[config.mk]
export PLATFORM = sky130hd
export DESIGN_NAME = base_splat_fifo
export DESIGN_NICKNAME = d
export VERILOG_FILES = /design/src/rtl/base_splat_fifo.sv
export SDC_FILE = /design/constraint.sdc
export NUM_CORES = 1
export LEC_CHECK = 0
export BUFFER_PORTS_ARGS = -buffer_cell sky130_fd_sc_hd__buf_2
export CAP_MARGIN = 20
export CORE_MARGIN = 5
export CORE_UTILIZATION = 60
export CTS_CLUSTER_DIAMETER = 120
export DETAILED_ROUTE_END_ITERATION = 6
export GPL_TIMING_DRIVEN = 0
export PLACE_DENSITY = 0.76
export REMOVE_ABC_BUFFERS = 1
export SYNTH_ARGS = -nofsm -noshare
export SYNTH_HDL_FRONTEND = slang
export SYNTH_SLANG_ARGS = --single-unit
[constraint.sdc]
create_clock -name clk -period 3.9 [get_ports clk]
set_input_delay 0.195 -clock clk [delete_from_list [all_inputs] [get_ports clk]]
set_output_delay 0.195 -clock clk [all_outputs]
set_load 0.05 [all_outputs]
[src/rtl/base_splat_fifo.sv]
// base_splat_fifo: multi-lane compacting FIFO.
// A beat of up to `ways` lanes is accepted per cycle. Only the lanes whose
// mask bit is set are stored, and they are packed into consecutive entries
// with lane 0 stored first. Entries come out one at a time in arrival order.
// Optional macro BASE_SPLAT_FIFO_PROTO_CHK_EN adds a sticky error flag that
// is set if a stalled input beat changes or is withdrawn before acceptance.
module base_splat_fifo #(
  parameter int ways  = 4,
  parameter int width = 8,
  parameter int depth = 16
) (
  input  logic                       clk,
  input  logic                       reset_n,
  input  logic                       i_v,
  output logic                       i_r,
  input  logic [0:ways-1]            i_m,
  input  logic [0:ways*width-1]      i_d,
  output logic [0:ways*$clog2(ways)-1] o_a,
  output logic [0:$clog2(ways+1)-1]  o_nr,
  output logic                       o_v,
  input  logic                       o_r,
  output logic [0:width-1]           o_d,
  output logic [0:$clog2(depth)]     o_cnt,
  output logic                       o_err
);

  localparam int w_width = $clog2(ways);
  localparam int n_width = $clog2(ways+1);
  localparam int a_width = $clog2(depth);
  localparam int c_width = a_width + 1;

  logic [a_width-1:0] wr_ptr;
  logic [a_width-1:0] rd_ptr;
  logic [width-1:0]   mem [depth];
  logic [c_width-1:0] free_slots;
  logic               accept;
  logic               pop;
  logic [n_width-1:0] run_cnt;

  // Prefix popcount of the mask gives each lane its packed slot offset;
  // the final running total is the number of lanes in the beat.
  always_comb begin
    run_cnt = '0;
    o_a     = '0;
    for (int k = 0; k < ways; k++) begin
      o_a[k*w_width +: w_width] = w_width'(run_cnt);
      run_cnt = run_cnt + n_width'(i_m[k]);
    end
    o_nr = run_cnt;
  end

  // Ready only looks at the registered occupancy so it never depends on
  // i_v or o_r; a same-cycle pop does not grant extra room.
  assign free_slots = c_width'(depth) - o_cnt;
  assign i_r        = free_slots >= c_width'(o_nr);
  assign accept     = i_v && i_r;
  assign pop        = o_v && o_r;

  // Output side is driven purely from registered state.
  assign o_v = (o_cnt != '0);
  assign o_d = mem[rd_ptr];

  // Pointers and occupancy; the separate count keeps full and empty distinct.
  always_ff @(posedge clk or negedge reset_n) begin
    if (!reset_n) begin
      wr_ptr <= '0;
      rd_ptr <= '0;
      o_cnt  <= '0;
    end else begin
      if (accept) wr_ptr <= wr_ptr + a_width'(o_nr);
      if (pop)    rd_ptr <= rd_ptr + a_width'(1);
      o_cnt <= o_cnt + (accept ? c_width'(o_nr) : '0) - (pop ? c_width'(1) : '0);
    end
  end

  // Storage is left unreset; each valid lane lands at wr_ptr plus its offset,
  // with the address wrapping naturally at the pointer width.
  always_ff @(posedge clk) begin
    if (accept) begin
      for (int k = 0; k < ways; k++) begin
        if (i_m[k]) begin
          mem[wr_ptr + a_width'(o_a[k*w_width +: w_width])] <= i_d[k*width +: width];
        end
      end
    end
  end

`ifdef BASE_SPLAT_FIFO_PROTO_CHK_EN
  logic                   pend_q;
  logic [0:ways-1]        m_q;
  logic [0:ways*width-1]  d_q;
  logic                   err_q;

  // Remember a stalled beat and flag it if it is dropped or altered next cycle.
  always_ff @(posedge clk or negedge reset_n) begin
    if (!reset_n) begin
      pend_q <= 1'b0;
      m_q    <= '0;
      d_q    <= '0;
      err_q  <= 1'b0;
    end else begin
      pend_q <= i_v && !i_r;
      m_q    <= i_m;
      d_q    <= i_d;
      if (pend_q && (!i_v || (i_m != m_q) || (i_d != d_q))) err_q <= 1'b1;
    end
  end

  assign o_err = err_q;
`else
  assign o_err = 1'b0;
`endif

endmodule

---- Yosys cells after proc, flatten, opt, wreduce, memory -nomap -nowiden ----
Memories as Yosys holds them, arrays and structs flattened.
Index checks and enable logic that the tools add are counted.
word-level totals
  bits in registers ....................... 13
  RAM bits ................................ 128
  bits of input ports ..................... 40
  output and inout bits ................... 27
  word-level logic and storage cells ...... 33
  memories kept ........................... 1
memory list
  memory  depth  width  read ports  clocked after Yosys merged registers in  write ports  line  text
  mem     16     8      1           0                                        4            34    logic [width-1:0] mem [depth];
cells by class
  add/subtract/negate cells ............... 11
  order comparisons ....................... 1
  multiplexer cells ....................... 14
  reductions and logical operators ........ 3
operators by type and width
  cell                                                            number
  1-bit 2-to-1 mux                                                13
  4-bit by 2-bit adder with 4-bit output                          2
  5-bit by 3-bit adder with 5-bit output                          1
  5-bit by 3-bit >= comparator with 1-bit output                  1
  5-bit nonzero test                                              1
  5-bit by 1-bit subtractor with 5-bit output                     1
  5-bit subtractor (first input constant)                         1
  4-bit by 1-bit adder with 4-bit output                          1
  4-bit by 1-bit adder with 4-bit output (second input constant)  1
  4-bit by 3-bit adder with 4-bit output                          1
  2-bit by 1-bit adder with 3-bit output                          1
  3-bit by 1-bit adder with 3-bit output                          1
  3-bit 2-to-1 mux                                                1
  1-bit by 1-bit adder with 2-bit output                          1
  1-bit logical AND                                               2

---- Depth between registers and ports, before layout ----
Gate-level depths: netlist of the first run.
  depth in word-level cells ............... 8
  depth in mapped cells ................... 21
  depth with buffers taken out ............ 18

---- Worst setup path before layout of the first run ----
No wires, ideal clock.
  path type ............................... input to register
  start point ............................. input i_m[2] in the netlist's numbering
  end point ............................... register o_cnt[0] in the netlist's numbering
  library setup time ...................... 0.126 ns
  arrival ................................. 4.914 ns
  data required time ...................... 3.774 ns
  slack ................................... -1.140 ns
  cell stages on the path ................. 21
  path buffers ............................ 3
  cells stage by stage .................... fa_1 > ha_1 > inv_1 > fa_1 > ha_1 > a21oi_1 > o211a_1 > inv_1 > buf_2 > buf_2 > buf_1 > nand3_1 > ha_1 > inv_1 > ha_1 > inv_1 > fa_1 > inv_1 > a21o_1 > a21oi_1 > xnor2_1
between the ends
  word-level cells in the longest chain between the ends .. 7
ends and longest elaborated chain
  item                                            line  text
  start, declared                                 16    input logic [0:ways-1] i_m,
  2-bit by 1-bit adder with 3-bit output          47    run_cnt = run_cnt + n_width'(i_m[k]);
  3-bit by 1-bit adder with 3-bit output          47
  5-bit by 3-bit >= comparator with 1-bit output  55    assign i_r = free_slots >= c_width'(o_nr);
  via i_r                                         15    output logic i_r,
  1-bit logical AND                               56    assign accept = i_v && i_r;
  3-bit 2-to-1 mux                                72    o_cnt <= o_cnt + (accept ? c_width'(o_nr) : '0) - (pop ? c_width'(1) : '0);
  5-bit by 3-bit adder with 5-bit output          72
  5-bit by 1-bit subtractor with 5-bit output     72
  end signal, assigned                            72
  end, declared                                   23    output logic [0:$clog2(depth)] o_cnt,
The timed path passes the listed nets, and every way through them passes these cells.
A chain may end at the register's enable or synchronous reset.

==> impl_metrics.json, run 1 <==
{
  "track_usage_pct": 39.4,
  "syn_to_final_growth_pct": 11.0,
  "power_frac_seq_pct": 27.1,
  "regToRegStartpoint": "o_cnt[4]",
  "gp_congestion": 1.04,
  "maxSlewViolCount": 0,
  "fin_util_pct": 67.6,
  "synth_top_area_share_pct": 35.2,
  "rsz0062_at_grt": "true",
  "final_nets": 1200,
  "use_met1_pct": 51.1,
  "first_pass_iters": 7,
  "routed_via_density": 7.73,
  "worst_ir_drop_vdd_mv": 0.879,
  "worst_hold_slack_ns": 0.205,
  "tritoncts": "built",
  "combPwrFrac_pct": 53.2,
  "synthFlopType": "edfxtp_1",
  "power_frac_clock_pct": 19.7,
  "cts.sinks": 141,
  "fin_crit_ns": 3.88,
  "holdPathStages": 3,
  "fin_cells": 1372,
  "n_fill_cell": 1431,
  "port_buffers": 62,
  "dp.cells": 1319,
  "timing.critical_path.slowest_stage_cell": "nor3_1",
  "maxCapViolations": 0,
  "row_count": 49,
  "post-synth-top-count-cell": "edfxtp_1",
  "clock_path_buffers": 2,
  "grt-busiest-layer": "met2",
  "setup_viol": 0,
  "met3_usage_pct": 12.1,
  "skew_ns": 0.0127,
  "p_leak_nw": 4.51,
  "clock_latency_ns": 0.44,
  "yosysSeqAreaShare_pct": 38.2,
  "violations": "DRC",
  "first_global_vias": 9783,
  "syn_inst": 1139,
  "drt-total-wl_mm": 40.7,
  "maxSlewHeadroom_pct": 35.0,
  "crit_path_cell_trace": "buf_2, fa_1, ha_1, inv_1, fa_1, ha_1, a21oi_2, o211a_4, buf_16, nor3_1, nor2_1, a222oi_1",
  "first_iter_violations": 1854,
  "worstPathArrival_ns": 4.07,
  "reg2reg_depth": 10,
  "yosys-top-cells-area": "edfxtp_1 35%, mux4_2 8.3%, a211oi_1 6.6%",
  "syn_avg_cell_area_um2": 9.57,
  "layout-drive-gt1-share_pct": 19.2,
  "core_area_um2": 17900,
  "routedWlPerCell_um": 29.7,
  "cts_max_level": 4,
  "status": "finished, violations left",
  "start_util_pct": 60.9,
  "worstReg2RegEnd": "mem[3][3]",
  "pwr_density_cell_nw_per_um2": 770,
  "route.vias.total": 10612,
  "p_int_mw": 5.00,
  "tightest_slew_ns": 0.969,
  "yosysWarnings": 0,
  "ys_ff_latch": 141,
  "async_reset_ff_share_pct": 9.22,
  "antenna_found_initial": 2,
  "critPathCaptureType": "flop",
  "crit_fanout": 89,
  "dp_hpwl_mm": 27.5,
  "min-delay-start": "i_d[28]",
  "max_freq_mhz": 258,
  "fp.dieArea_um2": 21000,
  "yosysTopAreaCell": "edfxtp_1",
  "rrSetupSlack_ns": 0.09,
  "grt_pass1_wl_mm": 60.6,
  "numCtsBuffers": 17,
  "ant_nets": 0,
  "antenna_cells": 0,
  "grt_remaining_overflow": 0,
  "min_path_type": "in2reg",
  "use_met2_pct": 58.0,
  "start_kind": "input pin",
  "synth_edf_count": 128,
  "syn_area_um2": 10900,
  "grt_max_degree": 90,
  "crit_required_ns": 4.10,
  "fin_crit_sh_pct": 99.4,
  "crit_type": "in2reg",
  "num_io_pins": 67,
  "ys_types": 57,
  "p_sw_mw": 4.32,
  "drc": 74,
  "hold_viol": 0,
  "hold_end": "mem[12][3]",
  "cts_root_buffer": "clkbuf_16",
  "swShare_pct": 46.3,
  "max_stage_delay_ns": 0.67,
  "clk_pin_slew_ns": 0.06,
  "die_h_um": 145,
  "die_w_um": 145,
  "synthTopCellsByCount": "128 x edfxtp_1, 96 x a211oi_1, 92 x nor3_1"
}
[power by group through the flow]
stage               Combinational (mW)  Clock, mW  Sequential, mW
floorplan                         3.00          0            2.62
global placement                  4.21          0            2.69
detailed placement                4.53          0            2.55
CTS                               4.71       1.83            2.52
global route                      5.21       1.91            2.57
finish                            4.96       1.84            2.52
[logic make-up after synthesis]
group	share of synthesized area, %
XOR/XNOR	1.43
flip-flops	38.2
AND/OR/NAND/NOR	17.7
other	0.0344
multiplexers	10.5
adder cells (fa/ha/maj)	3.86
buffers and inverters	6.62
AO/OA/AOI/OAI	21.6
[per-stage QoR]
step           instance area [um2]  power, mW  worst slack, ns  setup TNS [ns]
6_report                     12100       9.32           0.0231               0
5_1_grt                      12100       9.69           -0.136          -0.136
4_1_cts                      12000       9.06          -0.0535         -0.0535
3_5_place_dp                 11100       7.08            -1.48         -223.92
3_3_place_gp                 11000       6.90            -5.54        -1196.24
2_1_floorplan                10400       5.61            -3.70         -782.14
[flip-flops by register name (all words and copies together) (netlist names)]
signal  count
wr_ptr      4
mem       128
rd_ptr      4
o_cnt       5
[per-layer routing]
layer | vias up | wire length, um
met4 | 6 | 3190
met1 | 4888 | 14000
met3 | 297 | 5830
met5 | - | 89
met2 | 975 | 17700
li1 | 4446 | -
[cell type report]
type	instances	area (um2)	share of cell area (%)
Clock inverter	13	214	1.77
Inverter	53	206	1.71
Multi-Input combinational cell	829	6230	51.5
Sequential cell	141	4170	34.5
Timing Repair Buffer	88	563	4.65
Tap cell	229	287	2.37
Clock buffer	19	433	3.58
[worst max-delay path, delay by kind of cell]
kind	cells	cell delay, ns
and+or+nand+nor	2	1.01
buffers and inverters	3	0.40
AOI/OAI and AO/OA	3	0.80
adders and majority gates	4	1.58
[how the worst max path moves through the flow]
stage,depth (start not counted),startpoint,to
6_report,12,i_m[2],mem[3][3]
5_1_grt,19,i_m[2],o_cnt[0]
4_1_cts,19,i_m[2],o_cnt[0]
3_5_place_dp,11,i_m[2],mem[14][2]
3_3_place_gp,11,i_m[2],mem[0][0]
2_1_floorplan,18,i_m[2],o_cnt[0]
[placed cells by master, fill, tap and decap left out, drive strengths merged, types with 6 or more instances in the layout]
master and count:
and3 22, a21o 24, edfxtp 128, and2 9
dfrtp 13, nand2 90, a21oi 23, o31ai 45
clkbuf 19, a211oi 96, o21ai 36, fa 6
nor3 110, a222oi 14, o221a 7, nand4 9
nand3 33, o22ai 50, buf 87, ha 24
xnor2 11, xor2 6, a221oi 11, mux4 40
nor2 69, or3 27, clkinv 11, inv 48
mux2i 21
[timing repair]
action / in CTS / in global routing
endpoints found under the setup margin: 204 / 100
gates resized for setup: 20 / 16
setup buffers: 15 / 2
cloned: 1 / 0
hold endpoints to repair: 13 / 0
hold buffers: 1 / 0
pin swaps: 8 / 2
Power figures use the tool's default switching activity.
==> run 2: changes to the inputs <==
--- a/config.mk
+++ b/config.mk
@@ -12,4 +12,5 @@
 export CTS_CLUSTER_DIAMETER = 120
 export DETAILED_ROUTE_END_ITERATION = 6
+export GPL_ROUTABILITY_DRIVEN = 1
 export GPL_TIMING_DRIVEN = 0
 export PLACE_DENSITY = 0.76
==> constraint.sdc (replaced) <==
create_clock -name clk -period 3.9 [get_ports clk]
set_input_delay 0.39 -clock clk [delete_from_list [all_inputs] [get_ports clk]]
set_output_delay 0.39 -clock clk [all_outputs]
set_load 0.05 [all_outputs]
==> run 2 against run 1 <==
The run still ends with DRC left. Largest cell class unchanged. Clock power is essentially flat. Largest power group unchanged. Routed wire length grew 2.6%. Combinational power grew 6.0%. Sequential share of layout area shrank 0.77 points. Clock skew grew 0.0042 ns. Sequential cell count is the same. Hold slack gained 0.19 ns. Critical path type unchanged.
==> impl_metrics.json, run 2 (synthesis results as in run 1) <==
{
  "fin_cells": 1383,
  "ant_nets": 0,
  "layout-drive-gt1-share_pct": 20.8,
  "core_area_um2": 17900,
  "fin_util_pct": 69.2,
  "antenna_cells": 0,
  "fin_ws_ns": 0.0412,
  "skew_ns": 0.0169,
  "cts_root_buffer": "clkbuf_16",
  "grt-busiest-layer": "met2",
  "maxSlewHeadroom_pct": 40.8,
  "use_met2_pct": 57.8,
  "crit_fanout": 46,
  "cpLargestDelayFamily": "adder cells",
  "final_cell_mix": "128 x edfxtp_1, 96 x a211oi_1, 90 x nand2_1",
  "dp_hpwl_mm": 27.5,
  "start_kind": "input pin",
  "fin_crit_sh_pct": 98.9,
  "num_io_pins": 67,
  "crit_type": "in2reg",
  "die_w_um": 145,
  "worstPathArrival_ns": 4.03,
  "cts.sinks": 141,
  "maxSlewViolCount": 0,
  "final_common_cell": "edfxtp_1",
  "p_leak_nw": 4.60,
  "critPathCaptureType": "flop",
  "die_h_um": 145,
  "worst_ir_drop_vdd_mv": 0.879,
  "fp.dieArea_um2": 21000,
  "violations": "DRC",
  "power_mw": 9.63,
  "dpl_worst_slack_ns": -1.68,
  "status": "finished, violations left",
  "reg2reg_depth": 6,
  "clock_latency_ns": 0.44,
  "track_usage_pct": 39.8,
  "worst_hold_slack_ns": 0.390,
  "regToRegStartpoint": "wr_ptr[1]",
  "first_global_vias": 9973,
  "fin_crit_ns": 3.86,
  "first_pass_iters": 7,
  "syn_to_final_growth_pct": 13.6,
  "crit_required_ns": 4.07,
  "crit_path_cell_trace": "buf_2, fa_1, ha_1, inv_1, fa_1, ha_4, a21oi_4, o211a_4, buf_4, buf_16, nor3_4, buf_4, nor2_2, a222oi_1",
  "final_nets": 1211,
  "cts_max_level": 4,
  "clock_path_buffers": 2,
  "max_stage_delay_ns": 0.60,
  "use_met1_pct": 50.6,
  "grt_remaining_overflow": 0,
  "tritoncts": "built",
  "setup_viol": 0,
  "start_util_pct": 60.9,
  "timing.critical_path.slowest_stage_cell": "fa_1",
  "largest_reg_flops": 128,
  "max_freq_mhz": 259,
  "route.vias.total": 10790,
  "drt-total-wl_mm": 41.8,
  "met3_usage_pct": 12.9,
  "port_buffers": 62,
  "rrSetupSlack_ns": 0.13,
  "routed_via_density": 7.80,
  "rsz0062_at_grt": "true",
  "first_iter_violations": 2068,
  "tightest_slew_ns": 0.889,
  "dp.cells": 1319,
  "worstReg2RegEnd": "mem[12][5]",
  "hold_viol": 0,
  "row_count": 49,
  "gp_congestion": 1.04,
  "pwr_density_cell_nw_per_um2": 777,
  "numCtsBuffers": 17,
  "drc": 29,
  "maxCapViolations": 0,
  "grt_pass1_wl_mm": 61.2,
  "min_path_type": "in2async",
  "cp.depth": 14,
  "clk_pin_slew_ns": 0.08,
  "cp_num_buf_inv": 5,
  "grt_max_degree": 66,
  "antenna_found_initial": 3,
  "routedWlPerCell_um": 30.2
}
[run 2: final cells by class]
cell class / instances / area, um2
multi-input cells: 830 / 6380
fillers: 1380 / 5520
flip-flops and latches: 141 / 4170
repair buffers: 97 / 663
clock buffers: 19 / 433
well taps: 229 / 287
inverters: 53 / 228
clock inverters: 13 / 214
repair inverters: 1 / 11.3
[run 2: worst max-delay path by stage]
stage	from	end	slack, ns
final	i_m[1]	mem[0][2]	0.04
after global routing	i_m[1]	o_cnt[0]	-0.17
after CTS	i_m[2]	o_cnt[0]	-0.08
after detailed placement	i_m[2]	mem[14][2]	-1.68
after global placement	i_m[2]	mem[0][0]	-5.74
after floorplan	i_m[2]	o_cnt[0]	-3.90
[run 2: repair_timing]
action / 4_1_cts / 5_1_grt
setup buffers: 17 / 8
pin swaps: 12 / 13
cloned: 3 / 1
hold buffers: 1 / 0
resized for setup: 34 / 29
setup endpoints to repair: 222 / 62
hold endpoints to repair: 13 / 0
[run 2: power by group]
part / internal, mW / leakage [nW] / switching (mW)
sequential: 2.20 / 1.31 / 0.321
clock: 1.14 / 0.308 / 0.704
combinational: 1.79 / 2.98 / 3.47
[run 2: layer usage]
metal	up-vias	share of wire, %
met1	4935	33
li1	4464	-
met2	1080	43
met4	4	8.3
met5	-	0.17
met3	307	15
[run 2: through the flow]
step                      area, um2  setup TNS [ns]
after floorplan               10400         -834.21
after global placement        11000        -1248.40
after detailed placement      11100         -275.80
after CTS                     12100         -0.0815
after global routing          12400          -0.216
final                         12400               0
==> run 3: changes to the inputs <==
Settings changed: ABC_AREA set to 1.
==> run 3 against run 2 <==
Clock-buffer cell count fell by 1. First-iteration DRC count rose by 22%. Cell count rose by 37%. Total power fell by 2.1%. The run still ends with DRC left. Critical endpoint is now mem[11][2]. Register-to-register slack improved by 0.33 ns. Clock power fell by 8%. Non-clock buffer count rose by 28.
==> impl_metrics.json, run 3 <==
{
  "clk_pin_slew_ns": 0.07,
  "antenna_cells": 0,
  "p_leak_nw": 5.51,
  "track_usage_pct": 42.2,
  "numCtsBuffers": 17,
  "fin_crit_sh_pct": 98.4,
  "first_iter_violations": 2519,
  "first_global_vias": 11096,
  "syn_area_um2": 11500,
  "syn_to_final_growth_pct": 12.9,
  "tritoncts": "built",
  "use_met1_pct": 54.7,
  "worst_hold_slack_ns": 0.337,
  "route.vias.total": 12715,
  "status": "finished, violations left",
  "grt_remaining_overflow": 0,
  "first_pass_iters": 7,
  "cts.sinks": 141,
  "synthFlopType": "edfxtp_1",
  "max_freq_mhz": 261,
  "final_cell_mix": "421 x nand2_1, 186 x a21oi_1, 173 x nor2_1",
  "crit_fanout": 19,
  "pwr_density_cell_nw_per_um2": 727,
  "grt-busiest-layer": "met2",
  "cts_max_level": 4,
  "ys_ff_latch": 141,
  "die_h_um": 148,
  "min_path_type": "in2reg",
  "clock_path_buffers": 2,
  "num_io_pins": 67,
  "synth_top_area_share_pct": 33.4,
  "fin_util_pct": 69.1,
  "routed_via_density": 6.73,
  "drc": 5,
  "power_mw": 9.43,
  "crit_required_ns": 3.99,
  "hold_viol": 0,
  "synthTopCellsByCount": "422 x nand2_1, 186 x a21oi_1, 178 x nor2_1",
  "yosysTopAreaCell": "edfxtp_1",
  "grt_max_degree": 68,
  "dpl_worst_slack_ns": -1.47,
  "cts_root_buffer": "clkbuf_16",
  "core_area_um2": 18800,
  "worst_ir_drop_vdd_mv": 0.749,
  "routedWlPerCell_um": 25.9,
  "grt_pass1_wl_mm": 68.6,
  "skew_ns": 0.0118,
  "place_area_um2": 11700,
  "maxSlewViolCount": 0,
  "yosys-top-cells-area": "edfxtp_1 33%, nand2_1 14%, a21oi_1 8.1%",
  "antenna_found_initial": 0,
  "crit_type": "in2reg",
  "port_buffers": 62,
  "fp.dieArea_um2": 22000,
  "gp_congestion": 1.10,
  "violations": "DRC",
  "clock_latency_ns": 0.44,
  "maxSlewHeadroom_pct": 22.3,
  "dp_hpwl_mm": 31.0,
  "layout-drive-gt1-share_pct": 15.6,
  "largest_reg_flops": 128,
  "syn_avg_cell_area_um2": 7.23,
  "final_cell_area_um2": 13000,
  "ys_types": 41,
  "start_kind": "input pin",
  "synth_edf_count": 128,
  "ant_nets": 0,
  "met3_usage_pct": 14.2,
  "final_common_cell": "nand2_1",
  "post-synth-top-count-cell": "nand2_1",
  "critPathCaptureType": "flop",
  "use_met2_pct": 60.5,
  "fin_crit_ns": 3.84,
  "drt-total-wl_mm": 49.0,
  "die_w_um": 148,
  "async_reset_ff_share_pct": 9.22,
  "row_count": 50,
  "syn_inst": 1590,
  "tightest_slew_ns": 1.17,
  "worstPathArrival_ns": 3.92,
  "yosysWarnings": 0,
  "start_util_pct": 61.3,
  "final_nets": 1713,
  "fin_ws_ns": 0.0634,
  "maxCapViolations": 0,
  "setup_viol": 0,
  "yosysSeqAreaShare_pct": 36.3
}
-- run 3: changes by cell type in the layout (fill, tap and decap cells not counted), moves of 45 or more --
cell,before,now
o22ai_1,50,1
inv_1,41,102
nand3_1,31,125
nand2_1,90,421
nor3_1,85,13
o31ai_1,45,0
a21oi_1,22,186
nor2_1,64,173
a211oi_1,96,0
-- run 3: what timing repair did --
action                                  4_1_cts  5_1_grt
cloned                                        1        1
resized for setup                            21       16
pin swaps                                     4       23
endpoints found under the setup margin      241      138
hold endpoints to repair                     13        0
hold buffers                                  1        0
buffers inserted                             11       50
-- run 3: final timing paths --
kind                            slack [ns]          to       from  depth (start not counted)
min in group asynchronous             0.40   wr_ptr[1]    reset_n                          2
worst max-delay path                  0.06  mem[11][2]     i_m[1]                         15
worst min register to register        0.56    o_cnt[4]   o_cnt[4]                          1
max in group asynchronous             3.19   rd_ptr[0]    reset_n                          2
worst max register to register        0.46  mem[15][6]  wr_ptr[1]                          7
worst min-delay path                  0.34   rd_ptr[1]        o_r                          4
-- run 3: where the power goes --
part | leakage, nW | switching (mW) | internal, mW
Clock | 0.281 | 0.695 | 1.01
Combinational | 3.92 | 3.58 | 1.49
Sequential | 1.31 | 0.474 | 2.18
-- run 3: kinds of logic (layout without fill, tap and decap cells) --
family / after synthesis / after routing / share of synthesized area (%)
and+or+nand+nor: 818 / 820 / 31.5
AOI/OAI and AO/OA: 332 / 332 / 16.6
buffers and inverters: 230 / 290 / 8.51
DFF: 141 / 141 / 36.3
adders and majority gates: 30 / 30 / 3.66
muxes: 26 / 26 / 2.26
xor gates and xnor gates: 12 / 12 / 1.14
other: 1 / 4 / 0.0326
-- run 3: stage by stage --
stage	cells	TNS, ns
global placement	1793	-235.75
floorplan	1497	-94.50
detailed placement	1794	-227.51
CTS	1838	-1.35
global route	1889	-0.0249
finish	1889	0
-- run 3: cell type report --
cell class	count	area, um2
multi-input combinational	1224	6520
fill	1567	5790
sequential	141	4170
timing repair buffer	125	895
inverter	134	505
clock buffer	18	429
tap	234	293
clock inverter	13	165
-- run 3: critical path, stage by stage --
cell and delay (ns):
buf_6 0.22, fa_2 0.51, ha_1 0.20, inv_1 0.08, fa_1 0.44, ha_1 0.29, nand2_1 0.05, nand2_1 0.06
nand2_2 0.11, nand3_4 0.20, buf_12 0.13, nand3_4 0.30, nor2_4 0.41, inv_2 0.16, nand4_1 0.37
-- run 3: layer usage --
| layer | vias to the layer above | routed length, um |
|---|---|---|
| li1 | 5518 | - |
| met1 | 5639 | 16400 |
| met2 | 1241 | 20000 |
| met3 | 315 | 8550 |
| met4 | 2 | 4030 |
| met5 | - | 34 |
